===== src/rtl/data_plane_rx_if.sv =====
// Packet-bus / GPP-drain bundle for the data plane receiver.
interface data_plane_rx_if #(parameter int DEPTH = 16) ();
  localparam int CNT_W = $clog2(DEPTH + 1);

  logic [15:0]      node_id;
  logic [31:0]      data_rx_packet;
  logic             gpp_rd_dp;
  logic [15:0]      rx_data_out;
  logic [15:0]      rx_src_out;
  logic [CNT_W-1:0] rx_count;
  logic             rx_empty;
  logic             rx_full;
  logic             rx_done;
  logic             rx_drop;

  modport master (
    output node_id, data_rx_packet, gpp_rd_dp,
    input  rx_data_out, rx_src_out, rx_count, rx_empty, rx_full, rx_done, rx_drop
  );

  modport slave (
    input  node_id, data_rx_packet, gpp_rd_dp,
    output rx_data_out, rx_src_out, rx_count, rx_empty, rx_full, rx_done, rx_drop
  );
endinterface


===== src/rtl/data_plane_rx.sv =====
// Data plane receiver: filters frames for this node and commits them whole into a {src,data} FIFO.
// Optional DP_RX_BROADCAST_EN: also accept frames addressed to 16'hFFFF.
module data_plane_rx #(
  parameter int DEPTH        = 16,
  parameter int PKT_DATA_LEN = 4
) (
  input logic            clk,
  input logic            rst,
  data_plane_rx_if.slave bus
);
  localparam int PTR_W = $clog2(DEPTH);
  localparam int CNT_W = $clog2(DEPTH + 1);
  localparam int WC_W  = $clog2(PKT_DATA_LEN + 1);
  localparam logic [CNT_W-1:0] LEN_C   = CNT_W'(PKT_DATA_LEN);
  localparam logic [CNT_W-1:0] DEPTH_C = CNT_W'(DEPTH);
  localparam logic [WC_W-1:0]  LAST_C  = WC_W'(PKT_DATA_LEN - 1);

  typedef enum logic [1:0] {IDLE, RECV, DROP} state_t;

  state_t           state_q, state_d;
  logic [31:0]      mem [DEPTH];
  logic [PTR_W-1:0] rd_ptr, wr_ptr, tent_ptr;
  logic [WC_W-1:0]  word_cnt;
  logic [CNT_W-1:0] count_q;
  logic [15:0]      src_q;
  logic             done_q, drop_q;
  logic [15:0]      dest;
  logic             match, fits, pop;
  logic             capture, wr_en, commit, drop_set;
  logic [31:0]      head;

  assign dest = bus.data_rx_packet[31:16];
`ifdef DP_RX_BROADCAST_EN
  assign match = (bus.data_rx_packet != '0) && ((dest == bus.node_id) || (dest == 16'hFFFF));
`else
  assign match = (bus.data_rx_packet != '0) && (dest == bus.node_id);
`endif

  // Space check uses committed entries only; pops during RECV can only add room.
  assign fits = (DEPTH_C - count_q) >= LEN_C;
  assign pop  = bus.gpp_rd_dp && (count_q != '0);

  always_ff @(posedge clk or negedge rst) begin
    if (!rst) state_q <= IDLE;
    else      state_q <= state_d;
  end

  always_comb begin
    state_d  = state_q;
    capture  = 1'b0;
    wr_en    = 1'b0;
    commit   = 1'b0;
    drop_set = 1'b0;
    case (state_q)
      IDLE: if (match) begin
        capture = 1'b1;
        state_d = fits ? RECV : DROP;
      end
      RECV: if (match) begin
        wr_en = 1'b1;
        if (word_cnt == LAST_C) begin
          commit  = 1'b1;
          state_d = IDLE;
        end
      end else begin
        drop_set = 1'b1;
        state_d  = IDLE;
      end
      DROP: if (!match || word_cnt == LAST_C) begin
        drop_set = 1'b1;
        state_d  = IDLE;
      end
      default: state_d = IDLE;
    endcase
  end

  always_ff @(posedge clk or negedge rst) begin
    if (!rst) begin
      rd_ptr   <= '0;
      wr_ptr   <= '0;
      tent_ptr <= '0;
      word_cnt <= '0;
      count_q  <= '0;
      src_q    <= '0;
      done_q   <= 1'b0;
      drop_q   <= 1'b0;
    end else begin
      done_q <= commit;
      drop_q <= drop_set;
      if (capture) begin
        src_q    <= bus.data_rx_packet[15:0];
        word_cnt <= '0;
        tent_ptr <= wr_ptr;
      end else if (state_q != IDLE && match) begin
        word_cnt <= word_cnt + 1'b1;
      end
      if (wr_en)  tent_ptr <= tent_ptr + 1'b1;
      if (commit) wr_ptr   <= tent_ptr + 1'b1;
      if (pop)    rd_ptr   <= rd_ptr + 1'b1;
      count_q <= count_q + (commit ? LEN_C : '0) - CNT_W'(pop);
    end
  end

  // Tentative writes land past wr_ptr, so they stay hidden until commit moves it.
  always_ff @(posedge clk) begin
    if (wr_en) mem[tent_ptr] <= {src_q, bus.data_rx_packet[15:0]};
  end

  assign head            = mem[rd_ptr];
  assign bus.rx_empty    = (count_q == '0);
  assign bus.rx_full     = (count_q == DEPTH_C);
  assign bus.rx_count    = count_q;
  assign bus.rx_data_out = bus.rx_empty ? 16'h0 : head[15:0];
  assign bus.rx_src_out  = bus.rx_empty ? 16'h0 : head[31:16];
  assign bus.rx_done     = done_q;
  assign bus.rx_drop     = drop_q;
endmodule


===== src/flat_wrapper.sv =====
// flat-port wrapper written by rule: the top's interface ports become plain ports
module data_plane_rx_flat 
#(
  parameter int DEPTH        = 16,
  parameter int PKT_DATA_LEN = 4
)
  (clk, rst, bus_node_id, bus_data_rx_packet, bus_gpp_rd_dp, bus_rx_data_out, bus_rx_src_out, bus_rx_count, bus_rx_empty, bus_rx_full, bus_rx_done, bus_rx_drop);
  data_plane_rx_if #(.DEPTH(DEPTH)) bus_i ();
  input logic clk;
  input logic rst;
  input wire logic [$bits(bus_i.node_id)-1:0] bus_node_id;
  input wire logic [$bits(bus_i.data_rx_packet)-1:0] bus_data_rx_packet;
  input wire logic [$bits(bus_i.gpp_rd_dp)-1:0] bus_gpp_rd_dp;
  output wire logic [$bits(bus_i.rx_data_out)-1:0] bus_rx_data_out;
  output wire logic [$bits(bus_i.rx_src_out)-1:0] bus_rx_src_out;
  output wire logic [$bits(bus_i.rx_count)-1:0] bus_rx_count;
  output wire logic [$bits(bus_i.rx_empty)-1:0] bus_rx_empty;
  output wire logic [$bits(bus_i.rx_full)-1:0] bus_rx_full;
  output wire logic [$bits(bus_i.rx_done)-1:0] bus_rx_done;
  output wire logic [$bits(bus_i.rx_drop)-1:0] bus_rx_drop;
  assign bus_i.node_id = bus_node_id;
  assign bus_i.data_rx_packet = bus_data_rx_packet;
  assign bus_i.gpp_rd_dp = bus_gpp_rd_dp;
  assign bus_rx_data_out = bus_i.rx_data_out;
  assign bus_rx_src_out = bus_i.rx_src_out;
  assign bus_rx_count = bus_i.rx_count;
  assign bus_rx_empty = bus_i.rx_empty;
  assign bus_rx_full = bus_i.rx_full;
  assign bus_rx_done = bus_i.rx_done;
  assign bus_rx_drop = bus_i.rx_drop;
  data_plane_rx #(.DEPTH(DEPTH), .PKT_DATA_LEN(PKT_DATA_LEN)) u_core (.clk(clk), .rst(rst), .bus(bus_i));
endmodule

===== config.mk =====
export PLATFORM = sky130hd
export DESIGN_NAME = data_plane_rx_flat
export DESIGN_NICKNAME = d
export VERILOG_FILES = /design/src/rtl/data_plane_rx_if.sv /design/src/rtl/data_plane_rx.sv /design/src/flat_wrapper.sv
export SDC_FILE = /design/constraint.sdc
export NUM_CORES = 1
export LEC_CHECK = 0
export BUFFER_PORTS_ARGS = -buffer_cell sky130_fd_sc_hd__clkbuf_2
export CAP_MARGIN = 25
export CORE_ASPECT_RATIO = 1.4
export CORE_MARGIN = 2
export CORE_UTILIZATION = 45
export DETAILED_ROUTE_END_ITERATION = 10
export PLACE_DENSITY = 0.75
export SLEW_MARGIN = 0
export SYNTH_ARGS = -nofsm -noshare
export SYNTH_HDL_FRONTEND = slang
export SYNTH_SLANG_ARGS = --single-unit

===== constraint.sdc =====
create_clock -name clk -period 5.2 [get_ports clk]
set_clock_uncertainty 0.05 [all_clocks]
set_input_delay 0.52 -clock clk [delete_from_list [all_inputs] [get_ports clk]]
set_output_delay 0.52 -clock clk [all_outputs]
set_load 0.05 [all_outputs]

### Word-level counts from Yosys, hierarchy flattened

Memory sizes are Yosys's and may differ from the RTL's.
Cells that the tools add are included.

| word-level totals | value |
|---|---|
| register bits after elaboration | 40 |
| latch bits | 0 |
| bits in writable memories | 512 |
| memory bits (read-only) | 0 |
| input port bits | 51 |
| output and inout bits | 41 |
| logic and storage cells | 62 |
| memories kept | 1 |

| cells by class | value |
|---|---|
| $add $sub $neg | 6 |
| multiply operators | 0 |
| divide/modulo/power cells | 0 |
| magnitude comparators | 1 |
| eq/ne operators | 8 |
| shifts and indexed selects | 0 |
| muxes and demuxes | 24 |
| bitwise gates (word level) | 0 |
| reductions and logical operators | 13 |

Memories:

| name | words | width | rd ports | clocked after memory_dff | wr ports | RTL line | RTL |
|---|---|---|---|---|---|---|---|
| u_core.mem | 16 | 32 | 1 | 0 | 1 | data_plane_rx.sv:21 | `logic [31:0] mem [DEPTH];` |

Operators with widths:

| cell | number |
|---|---|
| 2-to-1 mux 16 bit | 2 |
| nonzero test 32 bit | 1 |
| == test 16 bit | 1 |
| 2-to-1 mux 1 bit | 10 |
| 2-to-1 mux 2 bit | 5 |
| 2-to-1 mux 3 bit | 3 |
| adder 4 x 1 -> 4 bit, second input constant | 2 |
| 2-to-1 mux 4 bit | 2 |
| case mux 2 bit (3 select lines) | 1 |
| nonzero test 2 bit | 3 |
| adder 5 bit | 1 |
| == test 5 bit, second input constant | 1 |
| greater-or-equal comparator 5 x 3 -> 1 bit, second input constant | 1 |
| zero test 5 bit | 1 |
| nonzero test 5 bit | 1 |
| subtractor 5 x 1 -> 5 bit | 1 |
| subtractor 5 bit, first input constant | 1 |
| inequality test 2 x 1 -> 1 bit, second input constant | 2 |
| adder 3 x 1 -> 3 bit, second input constant | 1 |
| == test 3 x 2 -> 1 bit, second input constant | 1 |
| logical AND 1 bit | 3 |
| inequality test 3 bit, second input constant | 1 |
| AND reduction 3 bit | 1 |
| == test 2 x 1 -> 1 bit, second input constant | 1 |
| 5 further kinds | 5 |

### Depth between registers and ports, before layout

Gate-level depths: netlist of run 1.

| logic depth | value |
|---|---|
| depth in word-level cells | 7 |
| mapped depth | 12 |
| mapped depth without buffers | 11 |

### Worst setup path before layout of run 1

No wires, ideal clock.

| timing path | value |
|---|---|
| path type | input to register |
| start point | in bus_data_rx_packet[29] |
| end point | mem u_core.mem[3][0], enable pin |
| data arrival time | 4.827 ns |
| data required time | 4.649 ns |
| slack | -0.179 ns |
| stages on the path | 7 |
| path through | xor2_1 nor4_2 o211ai_2 or2_1 buf_2 buf_6 nor4_1 |

| on the way | value |
|---|---|
| word-level cells in the longest chain between the ends | 6 |

RTL lines:

| what | RTL line | RTL |
|---|---|---|
| start: declaration | flat_wrapper.sv:12 | `input wire logic [$bits(bus_i.data_rx_packet)-1:0] bus_data_rx_packet;` |
| nonzero test 32 bit / == test 16 bit (equally long branches) | data_plane_rx.sv:36 | `assign match = (bus.data_rx_packet != '0) && (dest == bus.node_id);` |
| logical AND 1 bit * | data_plane_rx.sv:36 |  |
| 2-to-1 mux 1 bit * | data_plane_rx.sv:59 | `RECV: if (match) begin` |
| 2-to-1 mux 1 bit * | data_plane_rx.sv:54 | `case (state_q)` |
| 2-to-1 mux 1 bit * | data_plane_rx.sv:106 | `if (wr_en) mem[tent_ptr] <= {src_q, bus.data_rx_packet[15:0]};` |
| 2-to-1 mux 1 bit (implied by the code) * | data_plane_rx.sv:106 |  |
| end: declaration | data_plane_rx.sv:21 |  |

Every way passes the cells marked *; elsewhere a longest branch is shown, timed or not.

### Final worst setup path of run 1

| timing path | value |
|---|---|
| start point | reg u_core.rd_ptr[0] |
| end point | out bus_rx_data_out[1] |

| on the way | value |
|---|---|
| word-level cells in the longest chain between the ends | 2 |

RTL lines:

| what | RTL line | RTL |
|---|---|---|
| start: declaration | data_plane_rx.sv:22 | `logic [PTR_W-1:0] rd_ptr, wr_ptr, tent_ptr;` |
| start signal: assignment | data_plane_rx.sv:99 | `if (pop) rd_ptr <= rd_ptr + 1'b1;` |
| memory read (16 x 32 bit) | -- |  |
| 2-to-1 mux 16 bit | data_plane_rx.sv:113 | `assign bus.rx_data_out = bus.rx_empty ? 16'h0 : head[15:0];` |
| end: declaration | flat_wrapper.sv:14 | `output wire logic [$bits(bus_i.rx_data_out)-1:0] bus_rx_data_out;` |

No other way between the ends.

==> out/results.tsv, run 1 <==
metric	value	unit
setup_ws	1.17	ns
die_y	264	um
power	11.5	mW
synth-simple-area-share	2.82	%
ys_top_cells_by_area	edfxtp_1, mux4_2, dfrtp_1	
area_delta_synth_final	14.4	%
endpoint_kind	output pin	
ir_drop	0.307	mV
synthFlopType	edfxtp_1	
place.gp.congestion	0.745	
synth_area_per_cell	22.5	um2
drive_gt1_share	34.0	%
critical_path.most_common_cell	mux4_2	
critPathKind	reg -> out	
dp.cells	1680	
port_buffers	91	
cts_buffers	49	
path_cells	buf_4, mux4_2, mux4_2, nor2b_1, clkbuf_2	
core_area	47900	um2
ios	92	
layout.nets	1172	
routed_wl	45300	um
via_per_inst	5.71	
wire_per_inst	25.6	um
rows	95	
postPlaceCellArea	23300	um2
n_antenna_cell	0	
setup_viol	0	
synth.most_common_cell	edfxtp_1	
vias	10100	
htreeDepth	2	
overflow	0	
post_cts_resized	0	
post-route-period-util	77.6	%
crit_slowest_cell	dfrtp_4	
synth_cell_type_count	46	
max_freq	248	MHz
drc	0	
holdWs	0.288	ns
rsz0062_at_grt	false	
drt_iter0_drc	853	
synth_compound_area_share	0.845	%
cp-start-kind	register	
power.leakage	8.92	nW
slowest_delay	0.98	ns
netlist_area	21800	um2
synth_seq_area_share	75.2	%
grt_max_degree	44	
synth_xor_area_share	0.965	%
cp_top_family	multiplexers	
clock_latency	0.56	ns
final_core_util	52.0	%
powerDensity	460	nW/um2
grt_pass1_wl	68300	um
dp_slack	1.54	ns
hold_viol_final	0	
yosys_warnings	0	
firstDrtPassIters	4	
fillers	3549	
stdcell_area	24900	um2
cts_buffer_depth	3	
cp_num_buf_inv	2	
slew_viol_final	0	
worstMarginPinSlew	1.05	ns
grt_use_total	18.5	%
synth_area_leader_cell	edfxtp_1	
synth_cells	970	
yosys_register_bits	552	
crit_fanout	40	
final_cells	1774	
die_area	50200	um2
postRouteAntennaNets	0	
synth-edff-count	512	
syn_nets	1039	
cts_root_buf	clkbuf_16	
tns	0	ns
numClockSinks	552	
dp_hpwl	28000	um
clk_pin_slew_worst_paths	0.06	ns
initial_core_util	45.5	%
status	finished clean	
synth.top_cell.area_share	70.6	%
maxCapViolations	0	
cts_tree	built	
synthArstFlopShare	7.25	%
period_needed	4.03	ns
synth_top_family_by_area	multiplexers	
die_x	190	um
synth_adder_area_share	1.07	%
synthTopCellsByCount	edfxtp_1, mux4_2, dfrtp_1	
min_path_type	in -> reg	
grt_pass1_vias	10800	
crit_required	4.63	ns
antenna_found_initial	1	
post-cts-setup-buffers	0	
relSlewSlack	30.0	%
critical_path_arrival	3.46	ns
synthMuxAreaShare	17.7	%
-- registers in the layout, summed over array words and instances (netlist names) --
register and count:
u_core.tent_ptr 4, u_core.mem 512, u_core.word_cnt 3, u_core.state_q 2, u_core.bus.rx_done 1, u_core.bus.rx_count 5, u_core.bus.rx_drop 1, u_core.src_q 16
u_core.wr_ptr 4, u_core.rd_ptr 4
-- cell usage in the layout, fill, tap and decap left out, types with 2 or more instances in the layout --
| cell type | Yosys | routed |
|---|---|---|
| dfrtp_1 | 40 | 36 |
| nor3_1 | 7 | 3 |
| clkinv_1 | 0 | 12 |
| mux4_2 | 160 | 160 |
| buf_4 | 11 | 29 |
| clkbuf_16 | 0 | 52 |
| edfxtp_1 | 512 | 512 |
| o31ai_1 | 5 | 5 |
| nor4_1 | 18 | 14 |
| nor3_2 | 1 | 5 |
| xor2_1 | 19 | 19 |
| nor4_2 | 2 | 5 |
| buf_6 | 1 | 3 |
| mux2_2 | 2 | 2 |
| mux2_1 | 19 | 19 |
| nand4_1 | 3 | 3 |
| clkbuf_1 | 20 | 11 |
| bufinv_16 | 0 | 4 |
| nor2b_1 | 36 | 36 |
| clkbuf_8 | 0 | 3 |
| a21oi_1 | 3 | 3 |
| o21ai_0 | 3 | 3 |
| clkbuf_2 | 0 | 91 |
| clkinv_2 | 0 | 6 |
| nand2_1 | 18 | 18 |
| dfrtp_2 | 0 | 2 |
| ha_1 | 17 | 16 |
| inv_1 | 17 | 17 |
| a211o_1 | 2 | 2 |
| nor3b_2 | 0 | 3 |
| xnor2_1 | 5 | 5 |
| and4_2 | 0 | 5 |
| dfrtp_4 | 0 | 2 |
| nor2_1 | 4 | 4 |
| buf_12 | 0 | 8 |
-- metal layers --
metal  routed length (um)  GRT usage (%)  share of wire (%)
met5                    9              0              0.020
met1                16600           22.7                 37
met2                25000           33.4                 55
met3                 2120           2.42                4.7
met4                 1560           7.04                3.4
-- worst paths after layout --
kind / start / to / slack, ns / cells after the start
hold / removal: bus_data_rx_packet[2] / u_core.src_q[2] / 0.29 / 2
min in group asynchronous: rst / u_core.bus.rx_drop / 0.53 / 3
hold reg to reg: u_core.wr_ptr[2] / u_core.wr_ptr[2] / 0.44 / 1
setup reg to reg: u_core.bus.rx_count[1] / u_core.bus.rx_count[2] / 1.95 / 7
setup / recovery: u_core.rd_ptr[0] / bus_rx_data_out[1] / 1.17 / 5
max in group asynchronous: rst / u_core.rd_ptr[0] / 4.11 / 3
-- kinds of logic (layout without fill, tap and decap cells) --
| family | Yosys count | after routing |
|---|---|---|
| AND/OR/NAND/NOR | 101 | 101 |
| multiplexers | 182 | 182 |
| XOR/XNOR | 24 | 24 |
| flip-flops | 552 | 552 |
| adder cells (fa/ha/maj) | 18 | 18 |
| buffers and inverters | 68 | 242 |
| AO/OA/AOI/OAI | 25 | 25 |
-- power breakdown --
group	switching, mW	internal (mW)
logic	1.50	1.22
registers	0.285	4.86
clock network	1.54	2.07
total	3.32	8.15
-- layout make-up --
class                           count  area [um2]  share of cell area (%)
Multi-Input combinational cell    350        5170                    20.7
Tap cell                          630         788                    3.16
Sequential cell                   552       16400                    65.7
Clock inverter                     26         231                   0.929
Clock buffer                       66        1380                    5.55
Timing Repair Buffer              133         905                    3.63
Inverter                           17        63.8                   0.256
-- timing repair --
action,in CTS,in global routing
hold buffers,1,0
hold endpoints to repair,1,0
setup endpoints to repair,0,0
No activity file was read; power rests on OpenSTA's default activity.
==> run 2: changes to the inputs <==
PLACE_DENSITY = 0.72   (was 0.75)
clock period = 3.8 ns   (was 5.2 ns; I/O delays follow)
==> out/results.tsv, run 2 (synthesized netlist as in run 1, its figures left out) <==
metric	value	unit
wire_per_inst	27.0	um
grt_pass1_wl	71100	um
wl_met2	25900	um
regMostFlops	u_core.mem	
post-route-period-util	94.6	%
dr.max_layer_used	met5	
cts_tree	built	
final_cells	1786	
critical_path_arrival	3.16	ns
min_path_type	in -> reg	
via_per_inst	5.79	
die_area	50200	um2
postCtsHoldBufs	1	
fillers	3611	
rsz0062_at_grt	false	
met3_length	2910	um
status	finished clean	
critPathKind	reg -> out	
cts_root_buf	clkbuf_16	
period_needed	3.59	ns
post-cts-setup-buffers	0	
cp-start-kind	register	
grt_pass1_vias	11200	
stdcell_area	25100	um2
firstDrtPassIters	5	
die_x	190	um
dp_slack	0.413	ns
clk_pin_slew_worst_paths	0.06	ns
power.leakage	9.09	nW
numClockSinks	552	
setup_ws	0.207	ns
dp_hpwl	28000	um
crit_fanout	42	
place.gp.congestion	0.747	
layout.nets	1189	
dp.cells	1700	
cp_top_family	multiplexers	
routed_wl	48300	um
critical_path.most_common_cell	mux4_2	
layout_common_cells	edfxtp_1, mux4_2, clkbuf_2	
worstMarginPinSlew	1.09	ns
largest_register_ffs	512	
crit_slowest_cell	dfrtp_4	
hold_viol_final	0	
sequential_cell_area	16400	um2
grt_max_degree	43	
endpoint_kind	output pin	
slew_viol_final	0	
vias	10300	
max_freq	278	MHz
postRouteAntennaNets	0	
drive_gt1_share	35.6	%
antenna_found_initial	2	
slowest_delay	0.66	ns
clock_latency	0.56	ns
core_area	47900	um2
cp_num_buf_inv	2	
powerDensity	616	nW/um2
ios	92	
htreeDepth	2	
drt_iter0_drc	972	
crit_required	3.37	ns
area_delta_synth_final	15.3	%
overflow	0	
postPlaceCellArea	23600	um2
cts_buffer_depth	3	
rows	95	
initial_core_util	45.5	%
maxCapViolations	0	
n_antenna_cell	0	
die_y	264	um
port_buffers	91	
multi_input_area	5210	um2
grt_use_total	19.5	%
met1_length	17900	um
cts_buffers	47	
path_cells	buf_12, mux4_2, mux4_2, nor2b_1, clkbuf_2	
drc	0	
relSlewSlack	26.9	%
setup_viol	0	
post_cts_resized	0	
ir_drop	0.401	mV
layout_commonest_cell	edfxtp_1	
-- run 2: stage by stage --
stage	TNS, ns	total power [mW]	hold slack (ns)	util (%)
4_1_cts	0	15.7	0.0312	52.4
3_3_place_gp	0	11.0	0.438	49.2
6_report	0	15.5	0.0628	52.4
5_1_grt	0	16.0	0.0563	52.4
2_1_floorplan	-126.71	9.93	0.0344	-
3_5_place_dp	0	11.0	0.448	49.3
-- run 2: path summary, 6_finish.rpt --
kind                                   startpoint            endpoint  slack (ns)  cells after the start
max                              u_core.rd_ptr[0]   bus_rx_src_out[1]        0.21                      5
min                        bus_data_rx_packet[13]  u_core.mem[12][13]        0.06                      1
max reg2reg                     u_core.state_q[1]   u_core.mem[12][2]        0.81                      5
min reg2reg                      u_core.wr_ptr[3]    u_core.wr_ptr[3]        0.46                      1
max in group asynchronous                     rst    u_core.rd_ptr[0]        2.84                      3
min in group asynchronous                     rst  u_core.word_cnt[2]        0.39                      3
-- run 2: layout make-up --
cell class,instances,share of cell area (%)
multi-input combinational,350,20.8
sequential,552,65.2
clock inverter,27,0.972
clock buffer,58,4.97
tap,630,3.14
inverter,17,0.254
timing repair buffer,152,4.67
-- run 2: metal layers --
metal	global-route usage, %	vias to the layer above
met4	7.27	2
met2	34.4	387
met1	24.4	5515
met3	3.11	91
li1	-	4348
met5	0	-
-- run 2: power breakdown --
| part | switching (mW) | total (mW) | internal (mW) |
|---|---|---|---|
| Combinational | 2.08 | 3.76 | 1.68 |
| Clock | 2.11 | 4.72 | 2.61 |
| Sequential | 0.345 | 6.99 | 6.65 |
==> run 3: changes to the inputs <==
BUFFER_PORTS_ARGS = default   (was -buffer_cell sky130_fd_sc_hd__clkbuf_2)
DONT_BUFFER_PORTS = 1   (was default)
HOLD_SLACK_MARGIN = 0.02   (was default)
PLACE_DENSITY = 0.71   (was 0.72)
==> out/results.tsv, run 3 (synthesized netlist as in run 1, its figures left out) <==
metric	value	unit
critPathLaunch	u_core.rd_ptr[0]	
sequential_cell_area	16400	um2
status	finished clean	
slowest_delay	0.78	ns
ios	92	
crit_fanout	28	
grt_max_degree	44	
overflow	0	
numClockSinks	552	
antenna_found_initial	2	
period_needed	3.58	ns
grt_use_total	19.1	%
stdcell_area	24800	um2
drt_iter0_drc	948	
grt_pass1_vias	10800	
postPlaceCellArea	23000	um2
path_cells	buf_12, mux4_2, mux4_2, nor2b_1, buf_4	
core_area	47900	um2
cts_buffers	48	
holdWs	0.130	ns
critPathKind	reg -> out	
cts_buffer_depth	3	
die_y	264	um
routed_wl	47000	um
worstMarginPinSlew	1.05	ns
cts_root_buf	clkbuf_16	
setup_viol	0	
crit_required	3.37	ns
rows	95	
drive_gt1_share	29.4	%
rsz0062_at_grt	false	
hold_viol_final	0	
min_path_type	in -> reg	
endpoint_kind	output pin	
powerDensity	624	nW/um2
post-route-period-util	94.1	%
clock_latency	0.57	ns
place.gp.congestion	0.790	
firstDrtPassIters	5	
wire_per_inst	27.4	um
max_freq	280	MHz
die_x	190	um
clk_pin_slew_worst_paths	0.06	ns
port_buffers	0	
dp_hpwl	26500	um
critical_path.most_common_cell	mux4_2	
via_per_inst	5.89	
drc	0	
layout_common_cells	edfxtp_1, mux4_2, clkbuf_16	
largest_register_ffs	512	
ir_drop	0.371	mV
die_area	50200	um2
critical_path_arrival	3.15	ns
hp-start	bus_gpp_rd_dp	
reg2reg_depth	5	
initial_core_util	45.5	%
regMostFlops	u_core.mem	
crit_slowest_cell	dfrtp_4	
slew_viol_final	0	
whs_path_depth	2	
final_core_util	51.7	%
vias	10100	
layout_commonest_cell	edfxtp_1	
worstReg2RegStart	u_core.state_q[1]	
cts_tree	built	
area_delta_synth_final	13.7	%
fillers	3635	
grt_pass1_wl	69900	um
power.leakage	8.76	nW
postRouteAntennaNets	0	
layout.nets	1114	
htreeDepth	2	
maxCapViolations	0	
cp-start-kind	register	
multi_input_area	5220	um2
relSlewSlack	29.6	%
## run 3: power breakdown
group	leakage, nW	internal [mW]	switching [mW]
sequential	5.79	6.65	0.378
combinational	2.24	1.65	2.05
clock	0.738	2.63	2.11
total	8.76	10.9	4.54
## run 3: metrics by stage
step                setup TNS [ns]  worst slack (ns)  power, mW  std cells
finish                           0             0.223       15.5       1716
CTS                              0            0.0881       15.6       1712
global placement                 0             0.657       10.9       1603
detailed placement               0             0.558       10.9       1605
global route                     0            0.0747       16.0       1716
floorplan                  -126.71             -1.32       9.93        970
## run 3: layer usage
metal | global-route usage, % | routed length, um | vias to the layer above
met2 | 33.5 | 25400 | 388
met4 | 5.64 | 1080 | 2
met3 | 2.91 | 2900 | 72
met5 | 0 | 10 | -
met1 | 24.6 | 17600 | 5435
li1 | - | - | 4206
## run 3: critical path: cells and delay by family, from the launching register on
family	cells	cell delay, ns
DFF	1	0.78
buffers and inverters	2	0.54
muxes	2	1.07
and+or+nand+nor	1	0.15
## run 3: cell type report
cell class / count / area share (%)
inverters: 17 / 0.258
clock buffers: 63 / 5.24
multi-input cells: 350 / 21.1
well taps: 630 / 3.18
clock inverters: 26 / 0.899
flip-flops and latches: 552 / 66.2
repair buffers: 76 / 3.17
diodes: 2 / 0.0202
## run 3: repair_timing
item                       in CTS  in global routing
setup buffers                   0                  0
hold buffers                   18                  0
hold endpoints to repair      312                  0
setup endpoints to repair       0                 11
resized for setup               0                  1
## run 3: worst paths after layout
check                                     end  slack (ns)
max in group asynchronous    u_core.rd_ptr[0]        3.15
hold / removal               u_core.rd_ptr[0]        0.13
hold reg to reg              u_core.wr_ptr[1]        0.44
setup reg to reg           u_core.mem[12][20]        0.73
min in group asynchronous     u_core.src_q[5]        0.31
setup / recovery           bus_rx_data_out[2]        0.22
